$ cat src/rtl/serial_adder.sv
// Bit-serial adder: one full-adder cell plus a carry flop, LSB first, WIDTH
// cycles per addition. Reports sum, carry-out and signed overflow on completion.

module full_adder (
    input  logic x,
    input  logic y,
    input  logic ci,
    output logic s,
    output logic co
);
    assign s  = x ^ y ^ ci;
    assign co = (x & y) | (ci & (x ^ y));
endmodule

module serial_adder #(
    parameter int WIDTH = 16
) (
    input  logic             clk,
    input  logic             reset,
    input  logic             start,
    input  logic [WIDTH-1:0] a,
    input  logic [WIDTH-1:0] b,
    input  logic             cin,
    output logic             busy,
    output logic             done,
    output logic [WIDTH-1:0] sum,
    output logic             cout,
    output logic             ovf
);
    localparam int CW = $clog2(WIDTH) + 1;

    typedef enum logic [1:0] {IDLE, RUN, DONE} state_t;

    state_t           state, state_nxt;
    logic [WIDTH-1:0] shift_a, shift_b, shift_s, shift_s_nxt;
    logic [CW-1:0]    cnt;
    logic             carry, c_msb;
    logic             fa_sum, fa_carry;
    logic             last_bit, accept;

    full_adder u_fa (
        .x  (shift_a[0]),
        .y  (shift_b[0]),
        .ci (carry),
        .s  (fa_sum),
        .co (fa_carry)
    );

    assign last_bit    = (cnt == CW'(WIDTH - 1));
    assign accept      = start && (state != RUN);
    assign shift_s_nxt = {fa_sum, shift_s[WIDTH-1:1]};
    assign busy        = (state == RUN);
    assign done        = (state == DONE);

    always_ff @(posedge clk) begin
        if (reset) state <= IDLE;
        else       state <= state_nxt;
    end

    always_comb begin
        state_nxt = state;
        case (state)
            IDLE:    if (start) state_nxt = RUN;
            RUN:     if (last_bit) state_nxt = DONE;
            DONE:    state_nxt = start ? RUN : IDLE;
            default: state_nxt = IDLE;
        endcase
    end

    always_ff @(posedge clk) begin
        if (reset) begin
            shift_a <= '0;
            shift_b <= '0;
            shift_s <= '0;
            carry   <= 1'b0;
            c_msb   <= 1'b0;
            cnt     <= '0;
            sum     <= '0;
            cout    <= 1'b0;
            ovf     <= 1'b0;
        end else if (state == RUN) begin
            shift_a <= shift_a >> 1;
            shift_b <= shift_b >> 1;
            shift_s <= shift_s_nxt;
            carry   <= fa_carry;
            cnt     <= cnt + 1'b1;
            // carry out of bit WIDTH-2 is the carry into the MSB
            if (cnt == CW'(WIDTH - 2)) c_msb <= fa_carry;
            if (last_bit) begin
                sum  <= shift_s_nxt;
                cout <= fa_carry;
                ovf  <= c_msb ^ fa_carry;
            end
        end else if (accept) begin
            shift_a <= a;
            shift_b <= b;
            carry   <= cin;
            cnt     <= '0;
        end
    end
endmodule

$ cat config.mk
export PLATFORM = sky130hd
export DESIGN_NAME = serial_adder
export DESIGN_NICKNAME = d
export VERILOG_FILES = /design/src/rtl/serial_adder.sv
export SDC_FILE = /design/constraint.sdc
export NUM_CORES = 1
export LEC_CHECK = 0
export CAP_MARGIN = 20
export CORE_MARGIN = 2
export CORE_UTILIZATION = 49
export CTS_BUF_LIST = sky130_fd_sc_hd__clkbuf_4
export DETAILED_ROUTE_END_ITERATION = 10
export GPL_ROUTABILITY_DRIVEN = 0
export PLACE_DENSITY = 0.78
export SLEW_MARGIN = 5
export SYNTH_ARGS = -nofsm -noshare
export SYNTH_HDL_FRONTEND = slang
export SYNTH_SLANG_ARGS = --single-unit
$ cat constraint.sdc
create_clock -name clk -period 1.65 [get_ports clk]
set_input_delay 0.33 -clock clk [delete_from_list [all_inputs] [get_ports clk]]
set_output_delay 0.33 -clock clk [all_outputs]
set_load 0.02 [all_outputs]
# Word-level counts from Yosys, hierarchy flattened
# Cells that the tools add are included.
classes:
  eq_ne: 7
  n_mux: 12
  n_addsub: 1
  bitwise_logic: 6
  n_reduce_logical: 7
op_table:
  columns: ["cell", "n"]
  rows:
  - ["15-bit 2-to-1 mux", 4]
  - ["5-bit by 4-bit equality test with 1-bit output (second input constant)", 2]
  - ["5-bit 2-to-1 mux", 2]
  - ["2-bit case mux with 3 select lines", 1]
  - ["2-bit AND reduction", 3]
  - ["5-bit by 1-bit adder with 5-bit output (second input constant)", 1]
  - ["2-bit 2-to-1 mux", 2]
  - ["2-bit by 1-bit != test with 1-bit output (second input constant)", 2]
  - ["1-bit 2-to-1 mux", 3]
  - ["1-bit bitwise XOR", 3]
  - ["1-bit bitwise AND", 2]
  - ["2-bit by 1-bit equality test with 1-bit output (second input constant)", 1]
  - ["2-bit equality test (second input constant)", 1]
  - ["2-bit logical NOT", 1]
  - ["2-bit != test (second input constant)", 1]
  - ["2-bit nonzero test", 1]
  - ["2-bit OR reduction", 1]
  - ["1-bit logical AND", 1]
  - ["1-bit bitwise OR", 1]
totals:
  out_inout_bits: 20
  wordCells: 45
  input_bits: 36
  register_bits: 75

# Longest topological paths before layout
logic_depth:
  ltp_word: 4
  depth_mapped: 8
  ltp_nobuf: 6

# Hierarchy
# Synthesis repeated with hierarchy kept, for this count alone.
hier_totals:
  cells_unflattened: 335
  hier_area_um2: 3208.1
by_module_without_submodules:
  columns: ["module", "cells_each", "seq_area_each_um2", "n_inst", "area_per_inst_um2"]
  rows:
  - ["serial_adder", 334, 1481.4, 1, 3188.1]
  - ["full_adder", 1, 0.0, 1, 20.0]

# Worst setup path before layout
# No wires, ideal clock.
synth_timing:
  path_kind: "register to register"
  from: "register cnt[0]"
  to: "register cout"
  setup_time_ns: 0.132
  n_path_buf: 2
  path_stages_with_launch: 9
  path_slack_ns: 0.086
  arrival_ns: 1.431
  period_less_slack_ns: 1.564
  required_ns: 1.518
  path_cell_list: "dfxtp_1 > ha_1 > and3_1 > ha_1 > and3b_1 > buf_4 > buf_6 > nand2_1 > a21oi_1"
synth_via:
  elab_chain_len: 2
synth_lines:
  columns: ["item", "line_no", "rtl"]
  rows:
  - ["start: declaration", "36", "logic [CW-1:0] cnt;"]
  - ["start signal: assignment", "86", "cnt <= cnt + 1'b1;"]
  - ["5-bit by 4-bit equality test with 1-bit output", "49", "assign last_bit = (cnt == CW'(WIDTH - 1));"]
  - ["2-bit AND reduction (no line)", null, null]
  - ["end signal: assignment", "91", "cout <= fa_carry;"]
  - ["end: declaration", "27", "output logic cout,"]
# Every way passes these cells.
# A chain may end at the register's enable or synchronous reset.

# Worst setup path after layout
layout_timing:
  from: "register cnt[0]"
  to: "register ovf"
layout_via:
  elab_chain_len: 2
layout_lines:
  columns: ["item", "line_no", "rtl"]
  rows:
  - ["5-bit by 4-bit equality test with 1-bit output", "49", null]
  - ["2-bit AND reduction (no line)", null, null]
  - ["end signal: assignment", "92", "ovf <= c_msb ^ fa_carry;"]
  - ["end: declaration", "28", "output logic ovf"]
# Every way passes these cells.

==> results by group <==
Routing
  • Initial DRC count: 101
  • WL per Instance: 12.7 um
  • DR vias/cell: 5.19
  • Pre-antenna DRT Iters: 4
  • WL final: 6010 um
  • Post-route DRC: 0
  • Vias: 2448
  • Final antenna-violating net count: 0

Clock network
  • CTS root buf: clkbuf_4
  • Maximum buffer depth of the clock tree: 2
  • CTS tree: yes
  • Skew-Pair Late Insertion Delay: slightly above 0.4 ns
  • CTS sink cnt: 74
  • H-tree levels: 3
  • Clock transition at path regs: 0.12 ns
  • Cts hold-fix bufs: 0
  • Cts bufs inserted: 9

Worst setup path
  • Worst setup path class: reg -> reg
  • CP required: 1.94 ns
  • WP data arrival: 1.88 ns
  • CP endpoint kind: flip-flop
  • Cells on worst reg2reg path: 7
  • Crit start category: flip-flop
  • Critical path fanouts, max: 4

Layout
  • Footprint of the multi-input gates: 1540 sq um
  • Antenna diodes: 0
  • # fillers: 540
  • Layout cell share with drive strength beyond 1: 0.197
  • FF+latch area: 1490 sq um
  • P&R area growth vs syn: 22.8%
  • Commonest non-fill, non-tap cell in the layout: dfxtp_1
  • Final Core Density: 0.623
  • Post-route insts no fill: 472
  • Layout Nets: 430
  • Commonest cells after routing, fill and taps aside: dfxtp_1, nand2_1, a21oi_1

Die
  • I/O pins: 56
  • Initial Util: 0.508
  • Die H: about 85 um
  • Core area: 6350 sq um
  • Die span in x: 85.1 um
  • Die Area: 7240 sq um
  • Row cnt: 29

Synthesis
  • Post-synthesis sequential area ratio: 0.460
  • Synth Area in Simple Gates: 0.152
  • Synth Area in Compound Gates: 0.195
  • Largest family of logic cells by synthesized area: compound AO/OA/AOI/OAI gates
  • Synth cell types: 32
  • Synthesized instance count: 335
  • Yosys Warn Count: 0
  • Dominant synthesized flop cell: dfxtp_1
  • Syn_nets: 375
  • Ys async rst share: 0
  • Top-area cell type share of the netlist area: 0.460
  • Post-synthesis register bit count: 74
  • Post-Synth XOR/XNOR Area: 0.00272
  • Ranking of synthesized cells by area: dfxtp_1, a211oi_2, mux2i_1, nand2_1, a21oi_1
  • Synth Area in Adders: 0.0179
  • Mux share of post-synthesis cell area: 0.107
  • Post-synth EDFFs: 0
  • Cell taking the most area after synthesis: dfxtp_1
  • Post-Syn Area: 3220 sq um
  • Synth Area per Inst: slightly below 10 sq um

Pwr
  • Leakage: ~1.6 nW
  • Maximum vdd ir drop: 0.542 mV
  • Total Power: ~3.5 mW
  • Power Density: ~880 nW/um^2

Global routing
  • Largest net degree at the start of global routing: 85
  • Number of global-route vias before repair: 2277
  • First-pass GRT wire length: 10100 um
  • Total Routing Usage GR: 0.173
  • Initial antenna violation count: 0
  • GR Overflow Total: 0

Timing
  • Slew Limit Fails: 0
  • Layout Skew: 0.0120 ns
  • Final Hold Viols: 0
  • Final worst-path cycle share: 0.962
  • Fin crit period: 1.59 ns
  • Slew @ Worst Pin: approximately 0.46 ns
  • Setup Viol. Count Final: 0
  • Final hold slack: ~0.3 ns
  • F_max: 630 MHz
  • Relative slew slack: 0.694

Worst hold path
  • Hold Crit Class: in -> reg
  • Hold path cells: 3

Outcome
  • Outcome: finished, final reports clean

Place
  • Cells after DPL: 455
  • Hpwl dp: 4020 um
  • PortBufs: 55

Run
  • Max-Cap Viols: 0
worst paths after layout:
kind / startpoint / to / slack (ns)
min reg2reg: shift_s[1] / sum[0] / 0.45
min: start / state[0] / 0.30
max reg2reg: cnt[0] / ovf / 0.06
max: cnt[0] / ovf / 0.06
power breakdown:
part	internal, mW	switching (mW)	leakage, nW	total, mW
combinational	0.235	0.239	0.914	0.474
clock	0.491	0.619	0.0729	1.11
sequential	1.87	0.0471	0.605	1.92
cell type report:
| cell class | count | area share |
|---|---|---|
| clock buffers | 11 | 0.0209 |
| clock inverters | 5 | 0.0139 |
| inverters | 5 | 0.00474 |
| multi-input cells | 229 | 0.389 |
| flip-flops and latches | 74 | 0.375 |
| well taps | 77 | 0.0243 |
| repair buffers | 71 | 0.172 |
metal layers:
metal	vias up	part of all wire	global-route usage
met5	-	0	0
met4	0	0.020	0.0823
met3	9	0.040	0.0379
met2	41	0.48	0.281
met1	1147	0.46	0.220
li1	1251	-	-
Yosys cell counts (2+ instances only):
cell type   n
dfxtp_1    74
nand2_1    65
a21oi_1    36
nor2_1     34
a211oi_2   33
mux2i_1    33
buf_4       9
buf_2       6
buf_6       6
inv_1       4
clkbuf_1    3
ha_1        3
nand3b_1    3
or3_1       3
buf_1       2
nand2b_1    2
nand3_1     2
nor2b_1     2
nor3_1      2
cell families (layout without fill, tap and decap cells):
logic type | Yosys count | count (layout)
and+or+nand+nor | 117 | 117
DFF | 74 | 74
AOI/OAI and AO/OA | 73 | 73
muxes | 34 | 34
buffers and inverters | 32 | 92
adders and majority gates | 4 | 4
xor gates and xnor gates | 1 | 1
repair_timing:
item	in CTS	in global routing
setup buffers	0	1
pin swaps	0	1
setup endpoints to repair	29	14
resized for setup	22	7
registers in the layout (all words and copies together), names as in the netlist:
signal   count
cout         1
c_msb        1
sum         16
shift_s     15
cnt          5
state        2
shift_a     16
ovf          1
carry        1
shift_b     16
critical path: stages (launching register included):
cell,delay [ns]
dfxtp_2,0.34
ha_1,0.21
and3_1,0.19
ha_1,0.20
and3b_2,0.24
buf_4,0.16
nor2_2,0.08
a211oi_2,0.05
stage by stage:
step	cell area [sq um]	setup TNS (ns)	worst slack, ns
global route	3960	-0.000552	-0.000552
floorplan	3220	0	0.0862
CTS	3950	0	0.00620
global placement	3840	0	0.0595
finish	3960	0	0.0629
detailed placement	3840	0	0.0000313
Note: power is estimated with default switching activity, not from simulation.
